$ cat src/rtl/hazard_pkg.sv
// Shared types and default parameters for the multi-cycle-aware hazard unit.
package hazard_pkg;

    localparam int DEF_REG_W    = 5;
    localparam int DEF_LOAD_LAT = 1;
    localparam int DEF_PERF_W   = 16;

    // Wide enough for LOAD_LAT-1 with LOAD_LAT up to 7.
    localparam int LD_CNT_W = 3;

    typedef enum logic [1:0] {
        ST_IDLE     = 2'd0,
        ST_LD_STALL = 2'd1,
        ST_MC_WAIT  = 2'd2
    } state_e;

endpackage

$ cat src/rtl/hazard_unit_mc_if.sv
// Pipeline-side signal bundle of the hazard unit; slave is the hazard unit itself.
interface hazard_unit_mc_if
    import hazard_pkg::*;
#(
    parameter int REG_W  = DEF_REG_W,
    parameter int PERF_W = DEF_PERF_W
);

    logic [REG_W-1:0]  i_id_rs1;
    logic [REG_W-1:0]  i_id_rs2;
    logic              i_id_rs1_used;
    logic              i_id_rs2_used;
    logic [REG_W-1:0]  i_ex_rd;
    logic              i_ex_mem_read;
    logic              i_ex_mc_start;
    logic              i_mc_done;
    logic              i_ex_branch_taken;

    logic              o_pc_enable;
    logic              o_if_id_enable;
    logic              o_id_ex_enable;
    logic              o_id_ex_bubble;
    logic              o_if_id_flush;
    logic [PERF_W-1:0] o_stall_count;

    modport master (
        output i_id_rs1, i_id_rs2, i_id_rs1_used, i_id_rs2_used,
               i_ex_rd, i_ex_mem_read, i_ex_mc_start, i_mc_done, i_ex_branch_taken,
        input  o_pc_enable, o_if_id_enable, o_id_ex_enable,
               o_id_ex_bubble, o_if_id_flush, o_stall_count
    );

    modport slave (
        input  i_id_rs1, i_id_rs2, i_id_rs1_used, i_id_rs2_used,
               i_ex_rd, i_ex_mem_read, i_ex_mc_start, i_mc_done, i_ex_branch_taken,
        output o_pc_enable, o_if_id_enable, o_id_ex_enable,
               o_id_ex_bubble, o_if_id_flush, o_stall_count
    );

endinterface

$ cat src/rtl/hazard_match.sv
// Combinational load-use detector: EX load writing a register the ID instruction reads.
module hazard_match #(
    parameter int REG_W = 5
) (
    input  logic [REG_W-1:0] rs1,
    input  logic [REG_W-1:0] rs2,
    input  logic             rs1_used,
    input  logic             rs2_used,
    input  logic [REG_W-1:0] ex_rd,
    input  logic             ex_mem_read,
    output logic             load_use
);

    logic rs1_hit;
    logic rs2_hit;

    assign rs1_hit = rs1_used && (rs1 == ex_rd);
    assign rs2_hit = rs2_used && (rs2 == ex_rd);

    // x0 is hardwired to zero, so a load targeting it never creates a dependency.
    assign load_use = ex_mem_read && (ex_rd != '0) && (rs1_hit || rs2_hit);

endmodule

$ cat src/rtl/hazard_unit_mc.sv
// Pipeline hazard control: branch flush, load-use stall of LOAD_LAT cycles, multi-cycle op wait.
module hazard_unit_mc
    import hazard_pkg::*;
#(
    parameter int REG_W    = DEF_REG_W,
    parameter int LOAD_LAT = DEF_LOAD_LAT,
    parameter int PERF_W   = DEF_PERF_W
) (
    input  logic             i_clk,
    input  logic             i_rst,
    hazard_unit_mc_if.slave  bus
);

    generate
        if (LOAD_LAT < 1 || LOAD_LAT > 7) begin : g_bad_load_lat
            $error("hazard_unit_mc: LOAD_LAT must be in 1..7");
        end
    endgenerate

    localparam logic [LD_CNT_W-1:0] LD_RELOAD = LD_CNT_W'(LOAD_LAT - 1);

    state_e              state_q, state_d;
    logic [LD_CNT_W-1:0] ld_cnt_q, ld_cnt_d;
    logic [PERF_W-1:0]   stall_cnt_q;
    logic                load_use;

    logic pc_en;
    logic if_id_en;
    logic id_ex_en;
    logic bubble;
    logic flush;

    hazard_match #(.REG_W(REG_W)) u_match (
        .rs1         (bus.i_id_rs1),
        .rs2         (bus.i_id_rs2),
        .rs1_used    (bus.i_id_rs1_used),
        .rs2_used    (bus.i_id_rs2_used),
        .ex_rd       (bus.i_ex_rd),
        .ex_mem_read (bus.i_ex_mem_read),
        .load_use    (load_use)
    );

    always_comb begin
        // NOTE: every output gets a default first so no path leaves one unassigned (no latches).
        state_d  = state_q;
        ld_cnt_d = ld_cnt_q;
        pc_en    = 1'b1;
        if_id_en = 1'b1;
        id_ex_en = 1'b1;
        bubble   = 1'b0;
        flush    = 1'b0;

        if (!i_rst) begin
            unique case (state_q)
                ST_IDLE: begin
                    if (bus.i_ex_branch_taken) begin
                        flush  = 1'b1;
                        bubble = 1'b1;
                    end else if (load_use) begin
                        pc_en    = 1'b0;
                        if_id_en = 1'b0;
                        bubble   = 1'b1;
                        if (LOAD_LAT > 1) begin
                            state_d  = ST_LD_STALL;
                            ld_cnt_d = LD_RELOAD;
                        end
                    end else if (bus.i_ex_mc_start) begin
                        state_d = ST_MC_WAIT;
                    end
                end

                ST_LD_STALL: begin
                    pc_en    = 1'b0;
                    if_id_en = 1'b0;
                    bubble   = 1'b1;
                    ld_cnt_d = ld_cnt_q - 1'b1;
                    if (ld_cnt_q == LD_CNT_W'(1)) begin
                        state_d = ST_IDLE;
                    end
                end

                ST_MC_WAIT: begin
                    // Freeze the front of the pipe, including ID/EX, until the unit reports done.
                    if (bus.i_mc_done) begin
                        state_d = ST_IDLE;
                    end else begin
                        pc_en    = 1'b0;
                        if_id_en = 1'b0;
                        id_ex_en = 1'b0;
                        bubble   = 1'b1;
                    end
                end

                default: state_d = ST_IDLE;
            endcase
        end
    end

    // NOTE: reset is synchronous here, so it lives inside the clocked branch rather than the sensitivity list.
    always_ff @(posedge i_clk) begin
        if (i_rst) begin
            state_q     <= ST_IDLE;
            ld_cnt_q    <= '0;
            stall_cnt_q <= '0;
        end else begin
            // NOTE: state registers use non-blocking assignments so all flops update together.
            state_q  <= state_d;
            ld_cnt_q <= ld_cnt_d;
            if (!pc_en && (stall_cnt_q != '1)) begin
                stall_cnt_q <= stall_cnt_q + 1'b1;
            end
        end
    end

    assign bus.o_pc_enable    = pc_en;
    assign bus.o_if_id_enable = if_id_en;
    assign bus.o_id_ex_enable = id_ex_en;
    assign bus.o_id_ex_bubble = bubble;
    assign bus.o_if_id_flush  = flush;
    // Report zero for the whole reset cycle, not just after the clearing edge.
    assign bus.o_stall_count  = i_rst ? '0 : stall_cnt_q;

endmodule
$ cat src/flat_wrapper.sv
// flat-port wrapper written by rule: the top's interface ports become plain ports
module hazard_unit_mc_flat import hazard_pkg::*;
#(
    parameter int REG_W    = DEF_REG_W,
    parameter int LOAD_LAT = DEF_LOAD_LAT,
    parameter int PERF_W   = DEF_PERF_W
)
  (i_clk, i_rst, bus_i_id_rs1, bus_i_id_rs2, bus_i_id_rs1_used, bus_i_id_rs2_used, bus_i_ex_rd, bus_i_ex_mem_read, bus_i_ex_mc_start, bus_i_mc_done, bus_i_ex_branch_taken, bus_o_pc_enable, bus_o_if_id_enable, bus_o_id_ex_enable, bus_o_id_ex_bubble, bus_o_if_id_flush, bus_o_stall_count);
  hazard_unit_mc_if #(.REG_W(REG_W), .PERF_W(PERF_W)) bus_i ();
  input  logic i_clk;
  input  logic i_rst;
  input wire logic [$bits(bus_i.i_id_rs1)-1:0] bus_i_id_rs1;
  input wire logic [$bits(bus_i.i_id_rs2)-1:0] bus_i_id_rs2;
  input wire logic [$bits(bus_i.i_id_rs1_used)-1:0] bus_i_id_rs1_used;
  input wire logic [$bits(bus_i.i_id_rs2_used)-1:0] bus_i_id_rs2_used;
  input wire logic [$bits(bus_i.i_ex_rd)-1:0] bus_i_ex_rd;
  input wire logic [$bits(bus_i.i_ex_mem_read)-1:0] bus_i_ex_mem_read;
  input wire logic [$bits(bus_i.i_ex_mc_start)-1:0] bus_i_ex_mc_start;
  input wire logic [$bits(bus_i.i_mc_done)-1:0] bus_i_mc_done;
  input wire logic [$bits(bus_i.i_ex_branch_taken)-1:0] bus_i_ex_branch_taken;
  output wire logic [$bits(bus_i.o_pc_enable)-1:0] bus_o_pc_enable;
  output wire logic [$bits(bus_i.o_if_id_enable)-1:0] bus_o_if_id_enable;
  output wire logic [$bits(bus_i.o_id_ex_enable)-1:0] bus_o_id_ex_enable;
  output wire logic [$bits(bus_i.o_id_ex_bubble)-1:0] bus_o_id_ex_bubble;
  output wire logic [$bits(bus_i.o_if_id_flush)-1:0] bus_o_if_id_flush;
  output wire logic [$bits(bus_i.o_stall_count)-1:0] bus_o_stall_count;
  assign bus_i.i_id_rs1 = bus_i_id_rs1;
  assign bus_i.i_id_rs2 = bus_i_id_rs2;
  assign bus_i.i_id_rs1_used = bus_i_id_rs1_used;
  assign bus_i.i_id_rs2_used = bus_i_id_rs2_used;
  assign bus_i.i_ex_rd = bus_i_ex_rd;
  assign bus_i.i_ex_mem_read = bus_i_ex_mem_read;
  assign bus_i.i_ex_mc_start = bus_i_ex_mc_start;
  assign bus_i.i_mc_done = bus_i_mc_done;
  assign bus_i.i_ex_branch_taken = bus_i_ex_branch_taken;
  assign bus_o_pc_enable = bus_i.o_pc_enable;
  assign bus_o_if_id_enable = bus_i.o_if_id_enable;
  assign bus_o_id_ex_enable = bus_i.o_id_ex_enable;
  assign bus_o_id_ex_bubble = bus_i.o_id_ex_bubble;
  assign bus_o_if_id_flush = bus_i.o_if_id_flush;
  assign bus_o_stall_count = bus_i.o_stall_count;
  hazard_unit_mc #(.REG_W(REG_W), .LOAD_LAT(LOAD_LAT), .PERF_W(PERF_W)) u_core (.i_clk(i_clk), .i_rst(i_rst), .bus(bus_i));
endmodule
$ cat config.mk
export PLATFORM = sky130hd
export DESIGN_NAME = hazard_unit_mc_flat
export DESIGN_NICKNAME = d
export VERILOG_FILES = /design/src/rtl/hazard_pkg.sv /design/src/rtl/hazard_unit_mc_if.sv /design/src/rtl/hazard_match.sv /design/src/rtl/hazard_unit_mc.sv /design/src/flat_wrapper.sv
export SDC_FILE = /design/constraint.sdc
export NUM_CORES = 1
export LEC_CHECK = 0
export BUFFER_PORTS_ARGS = -buffer_cell sky130_fd_sc_hd__buf_4
export CAP_MARGIN = 5
export CORE_MARGIN = 1
export CORE_UTILIZATION = 55
export CTS_BUF_LIST = sky130_fd_sc_hd__clkbuf_4 sky130_fd_sc_hd__clkbuf_8
export DETAILED_ROUTE_END_ITERATION = 8
export PLACE_DENSITY = 0.87
export SYNTH_ARGS = -nofsm -noshare
export SYNTH_HDL_FRONTEND = slang
export SYNTH_HIERARCHICAL = 1
export SYNTH_SLANG_ARGS = --single-unit
$ cat constraint.sdc
create_clock -name i_clk -period 3.3 [get_ports i_clk]
set_input_delay 0.33 -clock i_clk [delete_from_list [all_inputs] [get_ports i_clk]]
set_output_delay 0.33 -clock i_clk [all_outputs]
set_load 0.005 [all_outputs]
# Word-level counts from Yosys, hierarchy flattened
# Cells that the tools add are included.
op_classes:
  n_div: 0
  muxes: 22
  eq_ne: 11
  reduce_logical: 10
  n_addsub: 2
  order_cmp: 0
  shifts: 0
  bitwise: 0
  n_mul: 0
op_table:
  columns: ["op", "count"]
  rows:
  - ["adder 16 x 1 -> 16 bit, second input constant", 1]
  - ["2-to-1 mux 16 bit", 1]
  - ["inequality test 16 bit, second input constant", 1]
  - ["2-to-1 mux 1 bit", 13]
  - ["equality test 5 bit", 2]
  - ["2-to-1 mux 2 bit", 5]
  - ["inequality test 2 bit, second input constant", 4]
  - ["one-hot mux 1 bit (3 select lines)", 2]
  - ["one-hot mux 2 bit (3 select lines)", 1]
  - ["logical AND 1 bit", 5]
  - ["AND reduction 5 bit", 1]
  - ["nonzero test 5 bit", 1]
  - ["equality test 3 x 1 -> 1 bit, second input constant", 1]
  - ["subtractor 3 x 1 -> 3 bit, second input constant", 1]
  - ["equality test 2 x 1 -> 1 bit, second input constant", 1]
  - ["equality test 2 bit, second input constant", 1]
  - ["zero test 2 bit", 1]
  - ["inequality test 2 x 1 -> 1 bit, second input constant", 1]
  - ["zero test 1 bit", 1]
  - ["logical OR 1 bit", 1]
word_totals:
  ram_bits: 0
  mem_bits_ro: 0
  n_memories: 0
  output_inout_bits: 21
  register_bits: 21
  latchBits: 0

# Depth between registers and ports, before layout
# Gate-level depths: netlist (run 1).
depth:
  ltp_word: 10
  mapped_depth: 9
  depth_no_buf: 8

# Cells and area by module
# The synthesis (run 1) kept the hierarchy.
by_module_without_submodules:
  columns: ["mod", "n_inst", "seq_area_each_um2", "area_each_um2", "cells_per_inst"]
  rows:
  - ["hazard_unit_mc", 1, 340.3, 1089.8, 122]
  - ["hazard_match", 1, 0.0, 133.9, 17]

# Worst setup path before layout (run 1)
# OpenSTA, ideal clock, no wires.
synth_timing:
  path_type: "input port to flip-flop"
  from: "in bus_i_ex_rd[0]"
  to: "reg u_core.stall_cnt_q[13]"
  setup_slack_ns: 1.025
  cell_stages: 9
  arrival_time_ns: 2.154
  setup_ns: 0.121
  n_path_buf: 1
  required_time_ns: 3.179
  path_cell_list: "xor2_1 nor4_2 nand3_1 a21oi_1 nor4b_4 nor2_1 buf_4 nor4_1 mux2_2"
synth_between:
  elab_chain_len: 10
synth_lines:
  columns: ["element", "line_no", "rtl"]
  rows:
  - ["start, declared", "flat_wrapper.sv:16", "input wire logic [$bits(bus_i.i_ex_rd)-1:0] bus_i_ex_rd;"]
  - ["equality test 5 bit (on tied branches)", "hazard_match.sv:17, hazard_match.sv:18", null]
  - ["logical AND 1 bit (on tied branches)", "hazard_match.sv:17, hazard_match.sv:18", null]
  - ["logical OR 1 bit", "hazard_match.sv:21", "assign load_use = ex_mem_read && (ex_rd != '0) && (rs1_hit || rs2_hit);"]
  - ["logical AND 1 bit *", "hazard_match.sv:21", null]
  - ["net u_core.load_use", "hazard_unit_mc.sv:25", "logic load_use;"]
  - ["2-to-1 mux 1 bit * (2 in a row)", null, null]
  - ["one-hot mux 1 bit (3 select lines) *", null, null]
  - ["2-to-1 mux 1 bit *", null, null]
  - ["net bus_o_if_id_enable", "flat_wrapper.sv:22", "output wire logic [$bits(bus_i.o_if_id_enable)-1:0] bus_o_if_id_enable;"]
  - ["zero test 1 bit *", "hazard_unit_mc.sv:109", "if (!pc_en && (stall_cnt_q != '1)) begin"]
  - ["logical AND 1 bit *", "hazard_unit_mc.sv:109", null]
  - ["end signal, assigned", "hazard_unit_mc.sv:110", "stall_cnt_q <= stall_cnt_q + 1'b1;"]
  - ["end, declared", "hazard_unit_mc.sv:24", "logic [PERF_W-1:0] stall_cnt_q;"]
# Mark *: on every way through the listed nets, which the timed path passes. The rest lies on a longest branch.
# A chain may end at the register's enable or synchronous reset.

# Final worst setup path (run 1)
layout_timing:
  from: "in bus_i_ex_rd[0]"
  to: "out bus_o_if_id_enable"
layout_between:
  elab_chain_len: 8
layout_lines:
  columns: ["element", "line_no", "rtl"]
  rows:
  - ["equality test 5 bit (on tied branches)", "hazard_match.sv:17, hazard_match.sv:18", null]
  - ["logical AND 1 bit (on tied branches)", "hazard_match.sv:17, hazard_match.sv:18", null]
  - ["logical OR 1 bit", "hazard_match.sv:21", null]
  - ["logical AND 1 bit *", "hazard_match.sv:21", null]
  - ["net u_core.load_use", "hazard_unit_mc.sv:25", null]
  - ["2-to-1 mux 1 bit *", "hazard_unit_mc.sv:59", "end else if (load_use) begin"]
  - ["2-to-1 mux 1 bit *", "hazard_unit_mc.sv:56", "if (bus.i_ex_branch_taken) begin"]
  - ["one-hot mux 1 bit (3 select lines) *", "hazard_unit_mc.sv:54", "unique case (state_q)"]
  - ["2-to-1 mux 1 bit *", "hazard_unit_mc.sv:53", "if (!i_rst) begin"]
  - ["end, declared", "flat_wrapper.sv:22", null]
# Marked as above.

==> reports/results.ini, run 1 <==
[outcome]
status=finished clean

[sta]
grt_setup_unrepaired=false
maxSlewHeadroom_pct=53.2
worst_pin_slew_ns=0.699
setup_viol=0
holdWs_ns=0.376
drv_slew=0
max_freq_mhz=401
clock_skew_ns=0.00306
tns_ns=0
hold_viol_final=0
min_period_ns=2.49
finalCritPeriodShare_pct=75.6

[final_layout]
fin_area_sq_um=1560
final_common_cell=buf_4
layout-drive-gt1-share_pct=36.9
layout_common_cells=43 x buf_4, 17 x dfxtp_1, 14 x nor2_1
nNetsFinal=204
syn_to_final_growth_pct=27.6
diodes=0

[synth]
syn_nets=163
syn_area_per_cell_sq_um=8.80
synthArstFlopShare_pct=0
ys.flop_type=dfxtp_1
synthCells=139
ys_types=40
synth_edf_count=0
ys_ff_latch=17
yosysSeqAreaShare_pct=27.8
synth_area_sq_um=1220
yosys_warnings=6

[route]
routedWlPerCell_um=15.1
drtAntennaViolNets=0
drt_iter0_drc=42
finalWirelength_um=3100
drt_first_pass_iters=4
vias=1211
vias_per_cell=5.88
route.detailed.drc=0

[grt]
gr-total-overflow=0
grt_usage_pct=27.2
grt_first_pass_wirelength_um=5180
antenna_found_initial=0
grt_max_degree=32
first_global_vias=1221

[worst_setup_path]
endpoint_kind=output port
worstSetupPathType=input pin to output port
start_kind=input pin
crit_required_ns=2.97
crit_fanout=12
cp_data_arrival_time_ns=2.16

[floorplan]
initial_core_util_pct=60.5
pin_count=44
dieArea_sq_um=2420
core-area_sq_um=2020
die_w_um=49.2
rows=16
dieHeight_um=49.2

[clock_tree]
clock_sinks=17
numCtsBuffers=3
insertion_delay_ns=0.28
cts.repair.resized=0
postCtsHoldBufs=0
cts_htree_levels=1
clock-root-buffer=clkbuf_4
clock_path_buffers=2
clk_pin_slew_ns=0.09
post_cts.repair.setup_buffers=0
cts_tree=yes

[power]
p_leak_nw=0.635
ir_worst_vdd_uv=245
power_density_nw_per_um2=246
total_power_mw=0.385

[worst_hold_path]
hold_class=input pin to flop

[placed_design]
port_buffers=43
dpl_cell_area_sq_um=1530
hpwl_um=2410
gp_congestion=0.819

[job]
drv_cap=0

[power by group]
group / internal, mW / leakage (nW) / switching, mW
logic: 0.0320 / 0.480 / 0.0269
registers: 0.206 / 0.137 / 0.00237
clock network: 0.0551 / 0.0184 / 0.0620
total: 0.293 / 0.635 / 0.0913
[cells by family after synthesis]
logic type	count (synthesis)	share of synthesized area, %
mux	9	8.28
buf+inv	14	6.13
fa+ha+maj	1	1.02
xor+xnor	10	7.16
compound gates	22	14.0
flops	17	27.8
simple gates	66	35.6
[synth_stat cells, types with 2 or more instances]
cell type	n	area [sq um]
a2111oi_2	2	30.0
a211oi_1	3	22.5
a21oi_1	2	10.0
and3_1	2	12.5
and4_1	2	17.5
buf_4	2	15.0
buf_6	2	22.5
clkbuf_1	3	11.3
dfxtp_1	17	340
inv_1	7	26.3
mux2_2	8	90.1
nand2_1	5	18.8
nand3_1	6	30.0
nand4_1	2	12.5
nor2_1	14	52.6
nor2b_1	12	75.1
nor3_1	4	20.0
nor3b_1	3	22.5
nor4_1	3	18.8
o211ai_1	2	15.0
o31ai_1	10	75.1
or2_2	2	12.5
xnor2_1	2	17.5
xor2_1	8	70.1
[flip-flops by register name, indices dropped and copies added (netlist names)]
signal              count
u_core/state_q          1
u_core/stall_cnt_q     16
[worst max-delay path, cell delays in order]
cell     delay, ns
buf_4         0.12
or4_1         0.53
o21ai_1       0.15
a21oi_1       0.10
nor4b_4       0.15
nor2_1        0.55
buf_4         0.23
[area by class of cell]
cell class	count	area [sq um]
multi-input combinational	108	808
fill	150	460
sequential	17	340
timing repair buffer	43	323
tap	27	33.8
clock buffer	4	30.0
inverter	7	26.3
[through the flow]
stage	worst slack [ns]	utilization (%)	cells
after global routing	0.713	77.2	206
final	0.805	77.2	206
after CTS	0.830	77.2	206
after detailed placement	0.587	75.7	202
after floorplan	1.03	-	139
after global placement	0.701	75.7	202
[routing by layer]
layer	share of wire [%]	global-route usage [%]	up-vias	wire, um
met5	0	0	-	0
met4	0.45	5.39	0	14
met3	5.9	5.61	2	183
met2	51	52.1	40	1600
met1	42	30.4	576	1310
li1	-	-	593	-
[path summary, 6_finish.rpt]
check / start / endpoint / slack, ns / cells after the start
max reg2reg: u_core/stall_cnt_q[0] / u_core/stall_cnt_q[1] / 1.17 / 5
min reg2reg: u_core/stall_cnt_q[2] / u_core/stall_cnt_q[2] / 0.56 / 1
max: bus_i_ex_rd[0] / bus_o_if_id_enable / 0.81 / 7
min: bus_i_mc_done / u_core/state_q[1] / 0.38 / 4
Power figures use the tool's default switching activity.
==> run 2, diff against run 1 <==
--- a/config.mk
+++ b/config.mk
@@ -8,10 +8,10 @@
 export BUFFER_PORTS_ARGS = -buffer_cell sky130_fd_sc_hd__buf_4
 export CAP_MARGIN = 5
 export CORE_MARGIN = 1
-export CORE_UTILIZATION = 55
+export CORE_UTILIZATION = 51
 export CTS_BUF_LIST = sky130_fd_sc_hd__clkbuf_4 sky130_fd_sc_hd__clkbuf_8
 export DETAILED_ROUTE_END_ITERATION = 8
-export PLACE_DENSITY = 0.87
+export PLACE_DENSITY = 0.82
 export SYNTH_ARGS = -nofsm -noshare
 export SYNTH_HDL_FRONTEND = slang
 export SYNTH_HIERARCHICAL = 1
==> constraint.sdc (replaced) <==
create_clock -name i_clk -period 2.35 [get_ports i_clk]
set_input_delay 0.235 -clock i_clk [delete_from_list [all_inputs] [get_ports i_clk]]
set_output_delay 0.235 -clock i_clk [all_outputs]
set_load 0.005 [all_outputs]
==> run 2 against run 1 <==
Effect of this change:
- sequential power up 40%
- critical path depth up 2
- die area increased by 7.5%
==> reports/results.ini, run 2 (synthesized netlist as in run 1, its figures left out) <==
[outcome]
status=finished clean

[sta]
worst_pin_slew_ns=0.527  ; -0.172 ns
grt_setup_unrepaired=false
timing.final.ws_setup_ns=0.172  ; -0.634 ns
max_freq_mhz=459
hold_viol_final=0  ; unchanged
drv_slew=0  ; unchanged
maxSlewHeadroom_pct=64.7  ; +11 points
finalCritPeriodShare_pct=92.7
setup_viol=0  ; unchanged
min_period_ns=2.18
clock_skew_ns=0.00144  ; -0.00163 ns

[placed_design]
place_worst_setup_slack_ns=-0.129  ; -0.716 ns
port_buffers=43  ; unchanged
hpwl_um=2340  ; -2.7%
dpl_cell_area_sq_um=1580  ; +3.0%
placed_cells=209  ; +3.5%
gp_congestion=0.836  ; +2.1%

[worst_setup_path]
worstSetupPathType=input pin to output port
crit_fanout=5  ; -7
crit_top_cell=buf_4
crit_buf_inv=3  ; +1
max_stage_delay_ns=0.33  ; -0.22 ns
endpoint_kind=output port
start_kind=input pin
cpMaxStageDelayCell=nor4_1
cpLargestDelayFamily=simple AND/OR/NAND/NOR gates
cp_data_arrival_time_ns=1.94  ; -0.22 ns
crit_chain=buf_4 > xor2_1 > nor4_1 > nand3_1 > a21oi_2 > nor4b_4 > nor2_1 > buf_4 > buf_4
crit_required_ns=2.12  ; -0.85 ns

[clock_tree]
cts.repair.resized=0  ; unchanged
numCtsBuffers=3  ; unchanged
cts_tree=yes
post_cts.repair.setup_buffers=0  ; unchanged
clock-root-buffer=clkbuf_4
cts_htree_levels=1  ; unchanged
clock_sinks=17  ; unchanged
clock_path_buffers=2  ; unchanged
insertion_delay_ns=0.29  ; about the same
clk_pin_slew_ns=0.10  ; about the same
postCtsHoldBufs=0  ; unchanged

[final_layout]
layout-drive-gt1-share_pct=39.5  ; +2.6 points
top_regs=u_core/stall_cnt_q (16), u_core/state_q (1)
syn_to_final_growth_pct=31.7
nNetsFinal=210  ; +2.9%
layout_common_cells=49 x buf_4, 17 x dfxtp_1, 14 x nor2_1
diodes=0  ; unchanged
fin_area_sq_um=1610  ; +3.2%
largest-register=u_core/stall_cnt_q
largest_reg_flops=16  ; unchanged
final_common_cell=buf_4
fin_cells=213  ; +3.4%
postLayoutCoreUtil_pct=72.2  ; -5.1 points

[power]
ir_worst_vdd_uv=329  ; +34%
p_leak_nw=0.662  ; +4.2%
power_density_nw_per_um2=339  ; +38%

[grt]
antenna_found_initial=0  ; unchanged
gr-total-overflow=0  ; unchanged
grt_usage_pct=24.5  ; -2.7 points
grt_max_degree=32  ; unchanged
grt_first_pass_wirelength_um=4860  ; -6.1%
first_global_vias=1149  ; -5.9%

[floorplan]
pin_count=44  ; unchanged
dieArea_sq_um=2600  ; +7.5%
die_w_um=51.0  ; +3.7%
rows=17  ; +1
initial_core_util_pct=54.8  ; -5.7 points
core-area_sq_um=2230  ; +10%
dieHeight_um=51.0  ; +3.7%

[route]
vias_per_cell=5.67  ; -3.6%
drt_iter0_drc=34  ; -19%
vias=1207  ; -0.33%
routedWlPerCell_um=13.9  ; -7.8%
drt_first_pass_iters=4  ; unchanged
drtAntennaViolNets=0  ; unchanged
route.detailed.drc=0  ; unchanged
finalWirelength_um=2960  ; -4.6%

[job]
drv_cap=0  ; unchanged

[worst_hold_path]
hold_class=input pin to flop

## run 2: cell count changes in the layout (fill, tap and decap cells not counted), sizes merged
cell / delta
buf: +6
## run 2: stage by stage
| stage | hold slack, ns | total power, mW | TNS (ns) |
|---|---|---|---|
| after global placement | 0.493 | 0.381 | 0 |
| final | 0.282 | 0.546 | 0 |
| after detailed placement | 0.501 | 0.384 | -1.13 |
| after floorplan | 0.422 | 0.338 | 0 |
| after global routing | 0.290 | 0.566 | 0 |
| after CTS | 0.274 | 0.549 | 0 |
## run 2: routing by layer
layer | up-vias | global-route usage [%] | wire length (um)
met1 | 565 | 28.5 | 1240
li1 | 604 | - | -
met4 | 0 | 7.41 | 32
met3 | 4 | 3.87 | 149
met5 | - | 0 | 0
met2 | 34 | 45.2 | 1540
## run 2: worst reg2reg max path, cell delays in order, from the launching register on
cell and delay (ns):
dfxtp_1 0.41, ha_1 0.22, nand3_1 0.22, nor4_4 0.39, or2_1 0.22, mux2_1 0.34
## run 2: cell type report
cell class / instances / area [sq um]
multi-input cells: 108 / 812
fillers: 181 / 622
repair buffers: 49 / 368
flip-flops and latches: 17 / 340
well taps: 28 / 35.0
clock buffers: 4 / 30.0
inverters: 7 / 26.3
## run 2: path summary, 6_finish.rpt
check,startpoint,end,slack [ns],cells past startpoint
setup / recovery,bus_i_ex_rd[2],bus_o_if_id_enable,0.17,9
hold / removal,bus_i_mc_done,u_core/state_q[1],0.28,4
setup reg to reg,u_core/stall_cnt_q[0],u_core/stall_cnt_q[1],0.45,5
hold reg to reg,u_core/stall_cnt_q[3],u_core/stall_cnt_q[3],0.53,1
## run 2: where the power goes
group          switching [mW]  internal, mW
registers             0.00299         0.289
logic                  0.0393        0.0470
clock network          0.0901        0.0775
==> run 3, diff against run 2 <==
==> constraint.sdc (replaced) <==
create_clock -name i_clk -period 2.3 [get_ports i_clk]
set_input_delay 0.23 -clock i_clk [delete_from_list [all_inputs] [get_ports i_clk]]
set_output_delay 0.23 -clock i_clk [all_outputs]
set_load 0.005 [all_outputs]
==> run 3 against run 2 <==
Effect of this change:
- routed wire length grew 6.8%
- hold slack worse by 0.028 ns
- core utilization rose by 0.50 points
- cell area rose by 0.70%
- total power is 0.75% higher
- global-route usage increased by 1.4 points
- clock power down 4%
==> reports/results.ini, run 3 (synthesized netlist as in run 1, its figures left out) <==
[outcome]
status=finished clean

[floorplan]
rows=17  ; unchanged
core-area_sq_um=2230  ; unchanged
dieHeight_um=51.0  ; unchanged
initial_core_util_pct=54.8  ; unchanged
die_w_um=51.0  ; unchanged
pin_count=44  ; unchanged
dieArea_sq_um=2600  ; unchanged

[placed_design]
hpwl_um=2450  ; +4.4%
place_worst_setup_slack_ns=-0.0937  ; +0.0349 ns
port_buffers=43  ; unchanged
gp_congestion=0.840  ; +0.47%

[power]
seq_power_share_pct=54.3  ; +0.8 points
clockPowerShare_pct=29.5  ; -1.2 points
sw_frac_of_total_pct=25.4  ; +1.2 points
switchingPower_mw=0.140  ; +5.6%
ir_worst_vdd_uv=256  ; -22%
p_leak_nw=0.672  ; +1.5%
power_density_nw_per_um2=339  ; about the same
p_comb_share_pct=16.3  ; +0.5 points
internal_power_mw=0.411  ; -0.81%

[route]
drt_iter0_drc=27  ; -21%
drt_first_pass_iters=4  ; unchanged
vias=1217  ; +0.83%
route.detailed.drc=0  ; unchanged
drtAntennaViolNets=0  ; unchanged
routedWlPerCell_um=14.7  ; +5.8%
vias_per_cell=5.66  ; -0.11%
finalWirelength_um=3160  ; +6.8%

[worst_setup_path]
worstSetupPathType=input pin to flop
r2r-start=u_core/stall_cnt_q[0]
r2r.worst_path.cells=5  ; unchanged
r2r_setup_slack_ns=0.41  ; -0.04 ns
crit_fanout=4  ; -1
cp_data_arrival_time_ns=2.30  ; +0.36 ns
reg2reg_to=u_core/stall_cnt_q[8]
start_kind=input pin
endpoint_kind=flop
crit_required_ns=2.48  ; +0.36 ns

[final_layout]
n_fill_cell=187  ; +3.3%
diodes=0  ; unchanged
top_regs=u_core/stall_cnt_q (16), u_core/state_q (1)
postLayoutCoreUtil_pct=72.7  ; +0.50 points
largest-register=u_core/stall_cnt_q
nNetsFinal=212  ; +0.95%
final_common_cell=buf_4
layout-drive-gt1-share_pct=40.1  ; +0.65 points
syn_to_final_growth_pct=32.6
layout_common_cells=51 x buf_4, 17 x dfxtp_1, 13 x nor2_1
largest_reg_flops=16  ; unchanged

[job]
drv_cap=0  ; unchanged

[clock_tree]
clock_sinks=17  ; unchanged
cts_htree_levels=1  ; unchanged
insertion_delay_ns=0.29  ; about the same
numCtsBuffers=3  ; unchanged
cts_tree=yes
clk_pin_slew_ns=0.11  ; about the same
postCtsHoldBufs=0  ; unchanged
clock-root-buffer=clkbuf_4
clock_path_buffers=2  ; unchanged

[sta]
max_freq_mhz=472
worst_pin_slew_ns=0.580  ; +0.0537 ns
clock_skew_ns=0.0117  ; +0.0103 ns
timing.final.ws_setup_ns=0.180  ; +0.00783 ns
finalCritPeriodShare_pct=92.2
hold_viol_final=0  ; unchanged
setup_viol=0  ; unchanged
drv_slew=0  ; unchanged
min_period_ns=2.12
maxSlewHeadroom_pct=61.1  ; -3.6 points
grt_setup_unrepaired=false

[grt]
first_global_vias=1186  ; +3.2%
grt_usage_pct=25.8  ; +1.4 points
grt_max_degree=32  ; unchanged
antenna_found_initial=0  ; unchanged
gr-total-overflow=0  ; unchanged
grt_first_pass_wirelength_um=5160  ; +6.1%

[worst_hold_path]
hold_class=input pin to flop
hold_start=bus_i_ex_branch_taken
holdPathStages=4  ; unchanged
holdPathEnd=u_core/state_q[1]

==> run 3: cell count changes in the layout (fill, tap and decap cells not counted), sizes merged <==
cell and delta:
clkbuf -1, buf +2, clkinv +1
==> run 3: worst max path at each step <==
stage / start / to / slack, ns
after floorplan: bus_i_ex_rd[0] / u_core/stall_cnt_q[13] / 0.13
after global placement: bus_i_ex_rd[2] / u_core/stall_cnt_q[13] / -0.02
after detailed placement: bus_i_ex_rd[3] / u_core/stall_cnt_q[15] / -0.09
after CTS: bus_i_ex_rd[0] / bus_o_if_id_enable / 0.08
after global routing: bus_i_ex_rd[3] / u_core/stall_cnt_q[8] / 0.07
final: bus_i_ex_rd[0] / u_core/stall_cnt_q[8] / 0.18
==> run 3: through the flow <==
step,cell area [sq um],power (mW),hold slack (ns),TNS [ns],instances
finish,1620,0.551,0.254,0,215
global placement,1590,0.391,0.491,-0.0561,211
global route,1620,0.581,0.257,0,215
CTS,1620,0.555,0.248,0,215
detailed placement,1590,0.394,0.526,-0.377,211
floorplan,1220,0.345,0.417,0,139
==> run 3: metal layers <==
layer	wire length (um)	vias up	share of wire, %	track usage [%]
met5	0	-	0	0
met4	39	0	1.2	7.87
met3	145	6	4.6	4.17
met2	1590	34	50	45.6
met1	1390	575	44	31.7
li1	-	602	-	-
==> run 3: layout make-up <==
| type | instances | area [sq um] | area share [%] |
|---|---|---|---|
| clock buffers | 3 | 22.5 | 1.39 |
| inverters | 7 | 26.3 | 1.62 |
| flip-flops and latches | 17 | 340 | 21.0 |
| repair buffers | 51 | 383 | 23.6 |
| clock inverters | 1 | 5.00 | 0.308 |
| well taps | 28 | 35.0 | 2.16 |
| multi-input cells | 108 | 811 | 50.0 |
==> run 3: repair_timing <==
item                                    CTS  global route
endpoints found under the setup margin    0             2
gates resized for setup                   0             1
buffers inserted                          0             0
==> run 3: power by group through the flow <==
stage / sequential, mW / combinational [mW] / clock (mW)
global placement: 0.306 / 0.0858 / 0
global route: 0.300 / 0.0971 / 0.184
finish: 0.299 / 0.0895 / 0.162
floorplan: 0.304 / 0.0416 / 0
CTS: 0.299 / 0.0891 / 0.167
detailed placement: 0.306 / 0.0886 / 0
==> run 3: critical path, cell delays in order <==
cell and delay (ns):
buf_4 0.12, xor2_1 0.15, nor4_2 0.28, nand3_1 0.10
a21oi_1 0.26, nor4b_4 0.29, o211ai_1 0.22, nor3b_1 0.28
mux2_2 0.36
